[src/rtl/ahb_slave_mux.sv]
// Slave-side AHB mux: steers the granted master's address phase to the slave (0 cycles) and routes wdata/ready/resp to the data owner one accepted beat later.
// Backpressure: s_hreadyout_i=0 stalls the data-phase owner and holds its register. Optional GRANT_CHECK_EN adds a sticky grant_err_o.
module ahb_slave_mux #(
  parameter int MASTER_NUM = 4,
  parameter int ADDR_W     = 32,
  parameter int DATA_W     = 32
) (
  input  logic                         hclk_i,
  input  logic                         hreset_i,
  input  logic [MASTER_NUM-1:0]        hgrant_i,
  input  logic [MASTER_NUM-1:0]        hreq_i,
  input  logic [MASTER_NUM*ADDR_W-1:0] m_haddr_i,
  input  logic [MASTER_NUM*2-1:0]      m_htrans_i,
  input  logic [MASTER_NUM-1:0]        m_hwrite_i,
  input  logic [MASTER_NUM*3-1:0]      m_hsize_i,
  input  logic [MASTER_NUM*3-1:0]      m_hburst_i,
  input  logic [MASTER_NUM*DATA_W-1:0] m_hwdata_i,
  output logic [ADDR_W-1:0]            s_haddr_o,
  output logic [1:0]                   s_htrans_o,
  output logic                         s_hwrite_o,
  output logic [2:0]                   s_hsize_o,
  output logic [2:0]                   s_hburst_o,
  output logic [DATA_W-1:0]            s_hwdata_o,
  input  logic                         s_hreadyout_i,
  input  logic                         s_hresp_i,
  input  logic [DATA_W-1:0]            s_hrdata_i,
  output logic [MASTER_NUM-1:0]        m_hready_o,
  output logic [MASTER_NUM-1:0]        m_hresp_o,
  output logic [DATA_W-1:0]            m_hrdata_o,
  output logic                         hwait_o,
  output logic [2:0]                   hburst_o
`ifdef GRANT_CHECK_EN
  ,
  output logic                         grant_err_o
`endif
);

  localparam int IDX_W = (MASTER_NUM > 1) ? $clog2(MASTER_NUM) : 1;

  typedef enum logic [1:0] {
    DP_IDLE   = 2'd0,
    DP_ACTIVE = 2'd1,
    DP_ERR    = 2'd2
  } dp_state_e;

  logic [IDX_W-1:0] aidx;
  logic             aval;
  logic             accept;
  logic [IDX_W-1:0] didx_q, didx_d;
  logic             dval_q, dval_d;
  logic             dwrite_q, dwrite_d;
  dp_state_e        state_q, state_d;
  logic             dp_own;

  // Descending scan so a non-one-hot grant resolves to the lowest set index.
  always_comb begin
    aidx = '0;
    for (int i = MASTER_NUM - 1; i >= 0; i--) begin
      if (hgrant_i[i]) aidx = IDX_W'(i);
    end
  end

  assign aval = |hgrant_i;

  always_comb begin
    s_haddr_o  = '0;
    s_htrans_o = 2'd0;
    s_hwrite_o = 1'b0;
    s_hsize_o  = 3'd0;
    s_hburst_o = 3'd0;
    if (aval) begin
      s_haddr_o  = m_haddr_i[aidx*ADDR_W +: ADDR_W];
      s_htrans_o = m_htrans_i[aidx*2 +: 2];
      s_hwrite_o = m_hwrite_i[aidx];
      s_hsize_o  = m_hsize_i[aidx*3 +: 3];
      s_hburst_o = m_hburst_i[aidx*3 +: 3];
    end
  end

  // BUSY/IDLE beats never open a data phase.
  assign accept = s_hreadyout_i & aval & s_htrans_o[1];

  always_comb begin
    didx_d   = didx_q;
    dval_d   = dval_q;
    dwrite_d = dwrite_q;
    if (s_hreadyout_i) begin
      didx_d   = aidx;
      dval_d   = aval & s_htrans_o[1];
      dwrite_d = s_hwrite_o;
    end
  end

  always_ff @(posedge hclk_i) begin
    if (hreset_i) begin
      didx_q   <= '0;
      dval_q   <= 1'b0;
      dwrite_q <= 1'b0;
      state_q  <= DP_IDLE;
    end else begin
      didx_q   <= didx_d;
      dval_q   <= dval_d;
      dwrite_q <= dwrite_d;
      state_q  <= state_d;
    end
  end

  always_comb begin
    state_d = state_q;
    case (state_q)
      DP_IDLE:   if (accept) state_d = DP_ACTIVE;
      DP_ACTIVE: begin
        if (s_hresp_i && !s_hreadyout_i) state_d = DP_ERR;
        else if (s_hreadyout_i)          state_d = accept ? DP_ACTIVE : DP_IDLE;
      end
      DP_ERR:    if (s_hreadyout_i) state_d = accept ? DP_ACTIVE : DP_IDLE;
      default:   state_d = DP_IDLE;
    endcase
  end

  // Data owner takes priority over the address owner when they are the same master.
  always_comb begin
    dp_own     = (state_q != DP_IDLE);
    m_hready_o = '1;
    m_hresp_o  = '0;
    for (int i = 0; i < MASTER_NUM; i++) begin
      if (dp_own && (IDX_W'(i) == didx_q)) begin
        m_hready_o[i] = s_hreadyout_i;
        m_hresp_o[i]  = s_hresp_i;
      end else if (aval && (IDX_W'(i) == aidx)) begin
        m_hready_o[i] = s_hreadyout_i;
      end else if (hreq_i[i]) begin
        m_hready_o[i] = 1'b0;
      end
    end
  end

  assign s_hwdata_o = (dval_q && dwrite_q) ? m_hwdata_i[didx_q*DATA_W +: DATA_W] : '0;
  assign m_hrdata_o = s_hrdata_i;
  assign hwait_o    = ~s_hreadyout_i;
  assign hburst_o   = s_hburst_o;

`ifdef GRANT_CHECK_EN
  logic [MASTER_NUM-1:0] hgrant_q;
  logic                  grant_err_q;

  always_ff @(posedge hclk_i) begin
    if (hreset_i) begin
      hgrant_q    <= '0;
      grant_err_q <= 1'b0;
    end else begin
      hgrant_q <= hgrant_i;
      if (((hgrant_i & (hgrant_i - MASTER_NUM'(1))) != '0) ||
          ((hgrant_i != hgrant_q) && !s_hreadyout_i && s_htrans_o[1]))
        grant_err_q <= 1'b1;
    end
  end

  assign grant_err_o = grant_err_q;
`endif

endmodule

[config.mk]
export PLATFORM = sky130hd
export DESIGN_NAME = ahb_slave_mux
export DESIGN_NICKNAME = d
export VERILOG_FILES = /design/src/rtl/ahb_slave_mux.sv
export SDC_FILE = /design/constraint.sdc
export NUM_CORES = 1
export LEC_CHECK = 0
export ABC_AREA = 1
export CAP_MARGIN = 20
export CORE_AREA = 2 2 174 176
export CTS_CLUSTER_SIZE = 10
export DETAILED_ROUTE_END_ITERATION = 8
export DIE_AREA = 0 0 176 178
export HOLD_SLACK_MARGIN = 0.1
export REMOVE_ABC_BUFFERS = 1
export SKIP_CTS_REPAIR_TIMING = 1
export SLEW_MARGIN = 10
export SYNTH_ARGS = -nofsm -noshare
export SYNTH_HDL_FRONTEND = slang
export SYNTH_SLANG_ARGS = --single-unit
[constraint.sdc]
create_clock -name hclk_i -period 3.75 [get_ports hclk_i]
set_clock_uncertainty 0.05 [all_clocks]
set_input_delay 0.75 -clock hclk_i [delete_from_list [all_inputs] [get_ports hclk_i]]
set_output_delay 0.75 -clock hclk_i [all_outputs]
set_load 0.1 [all_outputs]
# ---- After elaboration in Yosys (flattened, before gate mapping)
# Cells that the tools add are included.
dict set report classes {
  addsub 0
  magnitude_cmp 1
  bitwise_logic 4
  eq_ne 9
  shifts 5
  div 0
  mux 33
  reduce_logical 16
  n_mul 1
}
# op n
set ops {}
lappend ops {{variable part select 128 x 8 -> 32 bit} 2}
lappend ops {{2-to-1 mux 32 bit} 2}
lappend ops {{variable part select 12 x 5 -> 3 bit} 2}
lappend ops {{2-to-1 mux 1 bit} 19}
lappend ops {{2-to-1 mux 2 bit} 8}
lappend ops {{logical AND 1 bit} 10}
lappend ops {{equality test 2 bit (first input constant)} 4}
lappend ops {{variable part select 8 x 4 -> 2 bit} 1}
lappend ops {{zero test 2 bit} 3}
lappend ops {{2-to-1 mux 3 bit} 2}
lappend ops {{one-hot mux 2 bit (3 select lines)} 1}
lappend ops {{equality test 1 x 2 -> 1 bit (first input constant)} 2}
lappend ops {{multiplier 2 x 2 -> 4 bit (second input constant)} 1}
lappend ops {{OR reduction 4 bit} 1}
lappend ops {{AND 1 bit} 3}
lappend ops {{< comparator 2 x 3 -> 1 bit (second input constant)} 1}
lappend ops {{binary-select mux 1 bit (select 2 bit)} 1}
lappend ops {{equality test 2 x 1 -> 1 bit (second input constant)} 1}
lappend ops {{equality test 2 bit (second input constant)} 1}
lappend ops {{!= test 2 bit (second input constant)} 1}
lappend ops {{nonzero test 2 bit} 1}
lappend ops {{zero test 1 bit} 1}
lappend ops {{inverter 1 bit} 1}
dict set report word_totals {
  rom_bits 0
  in_bits 336
  ramBits 0
  out_inout_bits 117
  mem_count 0
  word_cells 73
  latchBits 0
  reg_bits 6
}

# ---- Depth between registers and ports, before layout
# Gate-level depths: netlist (run 1).
dict set report depth {
  depth_word 11
  mapped_depth 12
  depth_no_buf 10
}

# ---- Least setup slack after synthesis (run 1)
# No wires, ideal clock.
dict set report synth_timing {
  kind {input to output}
  startpoint {input port hgrant_i[2]}
  endpoint {output port s_hburst_o[0]}
  stages 8
  arrival_time_ps 3488
  n_path_buf 3
  slack_ps -538
  t_required_ps 2950
  path_cell_list {buf_6 > o21ai_4 > nand2_4 > inv_4 > buf_6 > nand2_1 > a21oi_1 > buf_4}
}
dict set report synth_between {
  elab_chain_len 6
  word_cells_on_any_way 7
  classes_between {mul: 1; shift: 1; mux: 4; reduce/logical: 1}
}
# element line
set synth_lines {}
lappend synth_lines {{start: declaration} 10} ;# input logic [MASTER_NUM-1:0] hgrant_i,
lappend synth_lines {{2-to-1 mux 2 bit (3 in a row)} 59} ;# if (hgrant_i[i]) aidx = IDX_W'(i);
lappend synth_lines {{multiplier 2 x 2 -> 4 bit} 76} ;# s_hburst_o = m_hburst_i[aidx*3 +: 3];
lappend synth_lines {{variable part select 12 x 5 -> 3 bit} 76}
lappend synth_lines {{2-to-1 mux 3 bit (*)} 71} ;# if (aval) begin
lappend synth_lines {{end: declaration} 22} ;# output logic [2:0] s_hburst_o,
# Mark *: on every way between the ends. The rest lies on a longest branch, timed or not.

# ---- Worst setup path after layout (run 1)
dict set report layout_timing {
  startpoint {input port hgrant_i[1]}
  endpoint {output port s_haddr_o[28]}
}
dict set report layout_between {
  elab_chain_len 4
  word_cells_on_any_way 5
  classes_between {shift: 1; mux: 3; reduce/logical: 1}
}
# element line
set layout_lines {}
lappend layout_lines {{2-to-1 mux 2 bit (2 in a row)} 59}
lappend layout_lines {{variable part select 128 x 8 -> 32 bit} 72} ;# s_haddr_o = m_haddr_i[aidx*ADDR_W +: ADDR_W];
lappend layout_lines {{2-to-1 mux 32 bit (*)} 71}
lappend layout_lines {{end: declaration} 18} ;# output logic [ADDR_W-1:0] s_haddr_o,
# Marked as above.

==> results.py, run 1 <==
metrics = {
    "routing": {
        "dr.pass1.iters": 4,
        "wl_mm": 23.9,
        "drt_iter0_drc": 234,
        "vias": 5298,
        "wl_per_cell_um": 19.1,
        "ant_nets": 0,
        "drc": 0,
        "via_per_inst": 4.24,
    },
    "global_routing": {
        "grt_max_degree": 82,
        "grt_overflow": 0,
        "grt_pass1_vias": 5423,
        "grt_antenna_before_repair": 4,
        "grt_usage_pct": 14.1,
        "grt_pass1_wl_mm": 33.0,
    },
    "min_path": {
        "min_delay_path_depth": 2,
        "holdPathEnd": "dwrite_q",
        "hold_class": "flip-flop to flip-flop",
        "hold_start": "dwrite_q",
    },
    "flow_run": {
        "cap_violations": 0,
    },
    "worst_setup_path": {
        "end_kind": "output port",
        "critPathLaunchType": "input port",
        "crit_required_ns": 2.95,
        "worst-setup-path-type": "input port to output port",
        "crit_fanout": 81,
        "rrSetupSlack_ns": 2.77,
        "reg2reg_from": "state_q[0]",
        "critPathArrivalTime_ns": 2.76,
        "reg2reg_to": "state_q[0]",
        "worst_r2r_path_depth": 3,
    },
    "sta": {
        "hold_violations": 0,
        "slew_headroom_pct": 52.7,
        "drv_slew": 0,
        "rsz0062_at_grt": "no",
        "tns_ns": 0,
        "finalSetupViolCount": 0,
        "min_period_ns": 3.56,
        "max_clock_freq_mhz": 281,
        "fin_ws_ns": 0.194,
        "worst_pin_slew_ns": 0.707,
        "min_period_over_period_pct": 94.8,
    },
    "pwr": {
        "clockPowerShare_pct": 10.6,
        "p_seq_share_pct": 4.4,
        "p_leak_nw": 3.05,
        "ir_drop_v": 0.000145,
        "powerDensity_nw_per_um2": 216,
        "power.switching_w": 0.000817,
        "p_comb_share_pct": 85.0,
        "internal_power_w": 0.000806,
        "swShare_pct": 50.4,
    },
    "cells_and_area": {
        "mostFrequentLayoutCells": "302 x clkdlybuf4s50_1, 121 x nand2_1, 90 x nand3_1, 82 x a21oi_1, 64 x a22oi_1",
        "fin_util_pct": 25.5,
        "final_common_cell": "clkdlybuf4s50_1",
        "nets": 1197,
        "final_area_um2": 7500,
        "area_growth_pct": 165,
        "layout-drive-gt1-share_pct": 15.0,
    },
    "floorplan": {
        "io-pin-count": 453,
        "design.die.area_um2": 31300,
        "rows": 63,
        "coreArea_um2": 29400,
        "die_x_um": 176,
        "initial_utilization_pct": 9.62,
        "die_y_um": 178,
    },
    "yosys": {
        "syn_area_um2": 2830,
        "seq_area_frac_synth_pct": 4.25,
        "synth_seq_cells": 6,
        "ys.warnings.count": 0,
        "synth_cells": 521,
        "avgSynthCellArea_um2": 5.43,
        "synth.distinct_cells": 27,
    },
    "clock_network": {
        "numCtsBuffers": 3,
        "clkSinkCount": 6,
        "clockRootBuffer": "clkbuf_16",
        "cts_tree": "built",
        "path_clk_slew_ns": 0.03,
        "htree_num_levels": 1,
        "clkLatencyLatePin_ns": 0.23,
        "cts_buffer_depth": 2,
    },
    "status": {
        "status": "completed",
    },
    "placed_design": {
        "place_congestion": 0.812,
        "placed_cell_area_um2": 7420,
        "io_buffers": 388,
        "dp_slack_ns": 0.156,
        "dp_hpwl_mm": 20.3,
    },
}
[kinds of logic after synthesis]
| kind of cell | Yosys count | synth area share, % |
|---|---|---|
| flip-flops | 6 | 4.25 |
| AND/OR/NAND/NOR | 241 | 38.3 |
| buffers and inverters | 112 | 21.9 |
| AO/OA/AOI/OAI | 162 | 35.5 |
[cells in the mapped netlist]
| master | count | share of area [%] |
|---|---|---|
| nand2_1 | 121 | 16 |
| nand3_1 | 90 | 16 |
| a21oi_1 | 82 | 15 |
| a22oi_1 | 64 | 17 |
| buf_4 | 37 | 9.8 |
| inv_1 | 30 | 4.0 |
| buf_2 | 23 | 4.1 |
| clkbuf_1 | 12 | 1.6 |
| nor2_1 | 12 | 1.6 |
| nand4_1 | 10 | 2.2 |
| a31oi_1 | 8 | 1.8 |
| dfxtp_1 | 6 | 4.2 |
| buf_6 | 4 | 1.6 |
| inv_2 | 3 | 0.40 |
| nand2_4 | 3 | 1.2 |
| o21ai_0 | 3 | 0.53 |
| buf_1 | 2 | 0.27 |
| o22ai_1 | 2 | 0.44 |
| inv_4 | 1 | 0.22 |
| nand2_2 | 1 | 0.22 |
| nand3b_1 | 1 | 0.27 |
| nor2_2 | 1 | 0.22 |
| nor2_4 | 1 | 0.40 |
| o2111a_1 | 1 | 0.40 |
| o21ai_4 | 1 | 0.58 |
| o311ai_0 | 1 | 0.31 |
| or2_2 | 1 | 0.22 |
[power groups by stage]
| stage | Clock (W) | Combinational [W] | Sequential [W] |
|---|---|---|---|
| 2_1_floorplan | 0 | 0.000654 | 0.0000708 |
| 3_3_place_gp | 0 | 0.00138 | 0.0000715 |
| 3_5_place_dp | 0 | 0.00139 | 0.0000718 |
| 4_1_cts | 0.000176 | 0.00139 | 0.0000710 |
| 5_1_grt | 0.000180 | 0.00144 | 0.0000717 |
| 6_report | 0.000172 | 0.00138 | 0.0000710 |
[worst max path at each step]
stage                         end        start  slack [ns]
finish              s_haddr_o[28]  hgrant_i[1]        0.19
detailed placement  s_haddr_o[28]  hgrant_i[0]        0.16
global route        s_haddr_o[28]  hgrant_i[0]        0.13
floorplan             hburst_o[0]  hgrant_i[1]       -1.90
global placement    s_haddr_o[28]  hgrant_i[0]        0.16
CTS                 s_haddr_o[28]  hgrant_i[0]        0.15
[stage by stage]
stage               cells  hold WS (ns)  power (W)
CTS                  1249         0.413    0.00164
floorplan             443         0.376   0.000725
detailed placement   1246         0.401    0.00146
finish               1251         0.413    0.00162
global route         1250         0.440    0.00169
global placement     1246         0.395    0.00146
[sequential cells by signal, indices dropped and copies added, names as in the netlist]
signal    flops
dval_q        1
state_q       2
dwrite_q      1
didx_q        2
[critical path, cell delays in order]
cell and delay (ns):
clkdlybuf4s50_1 0.50, nor2_4 0.24, buf_12 0.30, nand3_1 0.13, nand2_1 0.07, a21oi_1 0.04, a21oi_1 0.40, buf_12 0.24
[per-layer routing]
metal,track usage (%),vias to the layer above,wire (µm)
li1,-,2487,-
met1,14.5,2391,8520
met2,25.6,388,11600
met3,6.20,28,3130
met4,4.20,4,562
met5,1.92,-,93
[final cells by class]
class                      count  area (µm²)
fill                        3215       21900
sequential                     6         120
tap                          390         488
antenna                        2        5.00
multi-input combinational    403        2100
clock buffer                   3        75.1
inverter                      34         130
timing repair buffer         413        4580
Power figures use the tool's default switching activity.
==> run 2, diff against run 1 <==
--- a/config.mk
+++ b/config.mk
@@ -7,10 +7,10 @@
 export LEC_CHECK = 0
 export ABC_AREA = 1
 export CAP_MARGIN = 20
-export CORE_AREA = 2 2 174 176
+export CORE_AREA = 2 2 176 178
 export CTS_CLUSTER_SIZE = 10
 export DETAILED_ROUTE_END_ITERATION = 8
-export DIE_AREA = 0 0 176 178
+export DIE_AREA = 0 0 178 180
 export HOLD_SLACK_MARGIN = 0.1
 export REMOVE_ABC_BUFFERS = 1
 export SKIP_CTS_REPAIR_TIMING = 1
==> constraint.sdc (replaced) <==
create_clock -name hclk_i -period 3.9 [get_ports hclk_i]
set_clock_uncertainty 0.05 [all_clocks]
set_input_delay 0.78 -clock hclk_i [delete_from_list [all_inputs] [get_ports hclk_i]]
set_output_delay 0.78 -clock hclk_i [all_outputs]
set_load 0.1 [all_outputs]
==> run 2 against run 1 <==
Net effect: critical path depth did not move; routed wire length rose by 1.0%; register-to-register slack improved by 0.16 ns; highest routed layer unchanged.
==> results.py, run 2 (same netlist as run 1, synthesis figures left out) <==
metrics = {
    "sta": {
        "holdWs_ns": 0.406,
        "rsz0062_at_grt": "no",
        "worst_pin_slew_ns": 0.765,
        "finalSetupViolCount": 0,
        "min_period_over_period_pct": 93.8,
        "slew_headroom_pct": 48.9,
        "max_clock_freq_mhz": 273,
        "min_period_ns": 3.66,
        "drv_slew": 0,
        "hold_violations": 0,
    },
    "cells_and_area": {
        "num_antenna_cells": 0,
        "area_growth_pct": 161,
        "fillCellCount": 3325,
        "nets": 1194,
        "mostFrequentLayoutCells": "302 x clkdlybuf4s50_1, 121 x nand2_1, 90 x nand3_1, 82 x a21oi_1, 64 x a22oi_1",
        "finalNonFillerCells": 1252,
        "reg_top3": "didx_q (2), state_q (2)",
        "layout-drive-gt1-share_pct": 14.7,
        "final_common_cell": "clkdlybuf4s50_1",
    },
    "pwr": {
        "powerDensity_nw_per_um2": 209,
        "ir_drop_v": 0.000129,
        "p_leak_nw": 3.01,
    },
    "routing": {
        "wl_mm": 24.1,
        "vias": 5194,
        "dr.pass1.iters": 4,
        "drt_iter0_drc": 174,
        "ant_nets": 0,
        "wl_per_cell_um": 19.3,
        "via_per_inst": 4.15,
        "drc": 0,
    },
    "floorplan": {
        "design.die.area_um2": 32000,
        "rows": 64,
        "coreArea_um2": 30200,
        "die_y_um": 180,
        "io-pin-count": 453,
        "initial_utilization_pct": 9.37,
        "die_x_um": 178,
    },
    "clock_network": {
        "cts_buffer_depth": 2,
        "clockRootBuffer": "clkbuf_16",
        "clkSinkCount": 6,
        "numCtsBuffers": 3,
        "clkLatencyLatePin_ns": 0.23,
        "cts_tree": "built",
        "htree_num_levels": 1,
        "path_clk_slew_ns": 0.03,
    },
    "worst_setup_path": {
        "crit_fanout": 72,
        "critPathArrivalTime_ns": 2.83,
        "critPathLaunchType": "input port",
        "end_kind": "output port",
        "crit_required_ns": 3.07,
        "worst-setup-path-type": "input port to output port",
    },
    "global_routing": {
        "grt_pass1_vias": 5313,
        "grt_overflow": 0,
        "grt_max_degree": 73,
        "grt_pass1_wl_mm": 33.0,
        "grt_antenna_before_repair": 0,
        "grt_usage_pct": 14.0,
    },
    "min_path": {
        "hold_class": "flip-flop to flip-flop",
    },
    "placed_design": {
        "dp_hpwl_mm": 20.4,
        "place_inst": 1249,
        "io_buffers": 388,
        "place_congestion": 0.834,
    },
    "status": {
        "status": "completed",
    },
    "flow_run": {
        "cap_violations": 0,
    },
}
-- run 2: where the power goes --
| group | total (W) | switching (W) | internal, W |
|---|---|---|---|
| clock | 0.000168 | 0.0000358 | 0.000132 |
| combinational | 0.00131 | 0.000740 | 0.000568 |
| sequential | 0.0000681 | 0.00000267 | 0.0000654 |
| total | 0.00154 | 0.000779 | 0.000765 |
-- run 2: critical path, cell delays in order --
cell             delay [ns]
clkdlybuf4s50_1        0.50
nor2_4                 0.29
buf_12                 0.29
nand3_1                0.11
nand2_1                0.09
a21oi_1                0.04
a21oi_1                0.40
buf_12                 0.24
-- run 2: routing by layer --
metal | track usage, % | share of wire (%)
met2 | 26.9 | 52
met5 | 1.70 | 0.32
met4 | 3.18 | 1.6
met3 | 6.07 | 13
met1 | 13.3 | 34
-- run 2: final cells by class --
class	instances	area, µm²	area share, %
multi-input cells	403	2100	28.4
well taps	396	495	6.70
flip-flops and latches	6	120	1.63
repair buffers	410	4470	60.5
inverters	34	130	1.76
clock buffers	3	75.1	1.02
-- run 2: path summary, 6_finish.rpt --
kind	start	to	slack, ns	depth (start not counted)
worst max-delay path	hgrant_i[1]	s_hburst_o[0]	0.24	8
worst min-delay path	dwrite_q	dwrite_q	0.41	2
worst max register to register	state_q[0]	state_q[0]	2.93	3
worst min register to register	dwrite_q	dwrite_q	0.41	2
-- run 2: through the flow --
| step | total power [W] | util [%] | area (µm²) | setup TNS (ns) | setup slack [ns] |
|---|---|---|---|---|---|
| after floorplan | 0.000697 | - | 2340 | -25.55 | -1.81 |
| after global placement | 0.00138 | 24.2 | 7320 | 0 | 0.198 |
| after detailed placement | 0.00139 | 24.2 | 7320 | 0 | 0.229 |
| after CTS | 0.00156 | 24.5 | 7390 | 0 | 0.214 |
| after global routing | 0.00161 | 24.5 | 7390 | 0 | 0.151 |
| final | 0.00154 | 24.5 | 7390 | 0 | 0.242 |
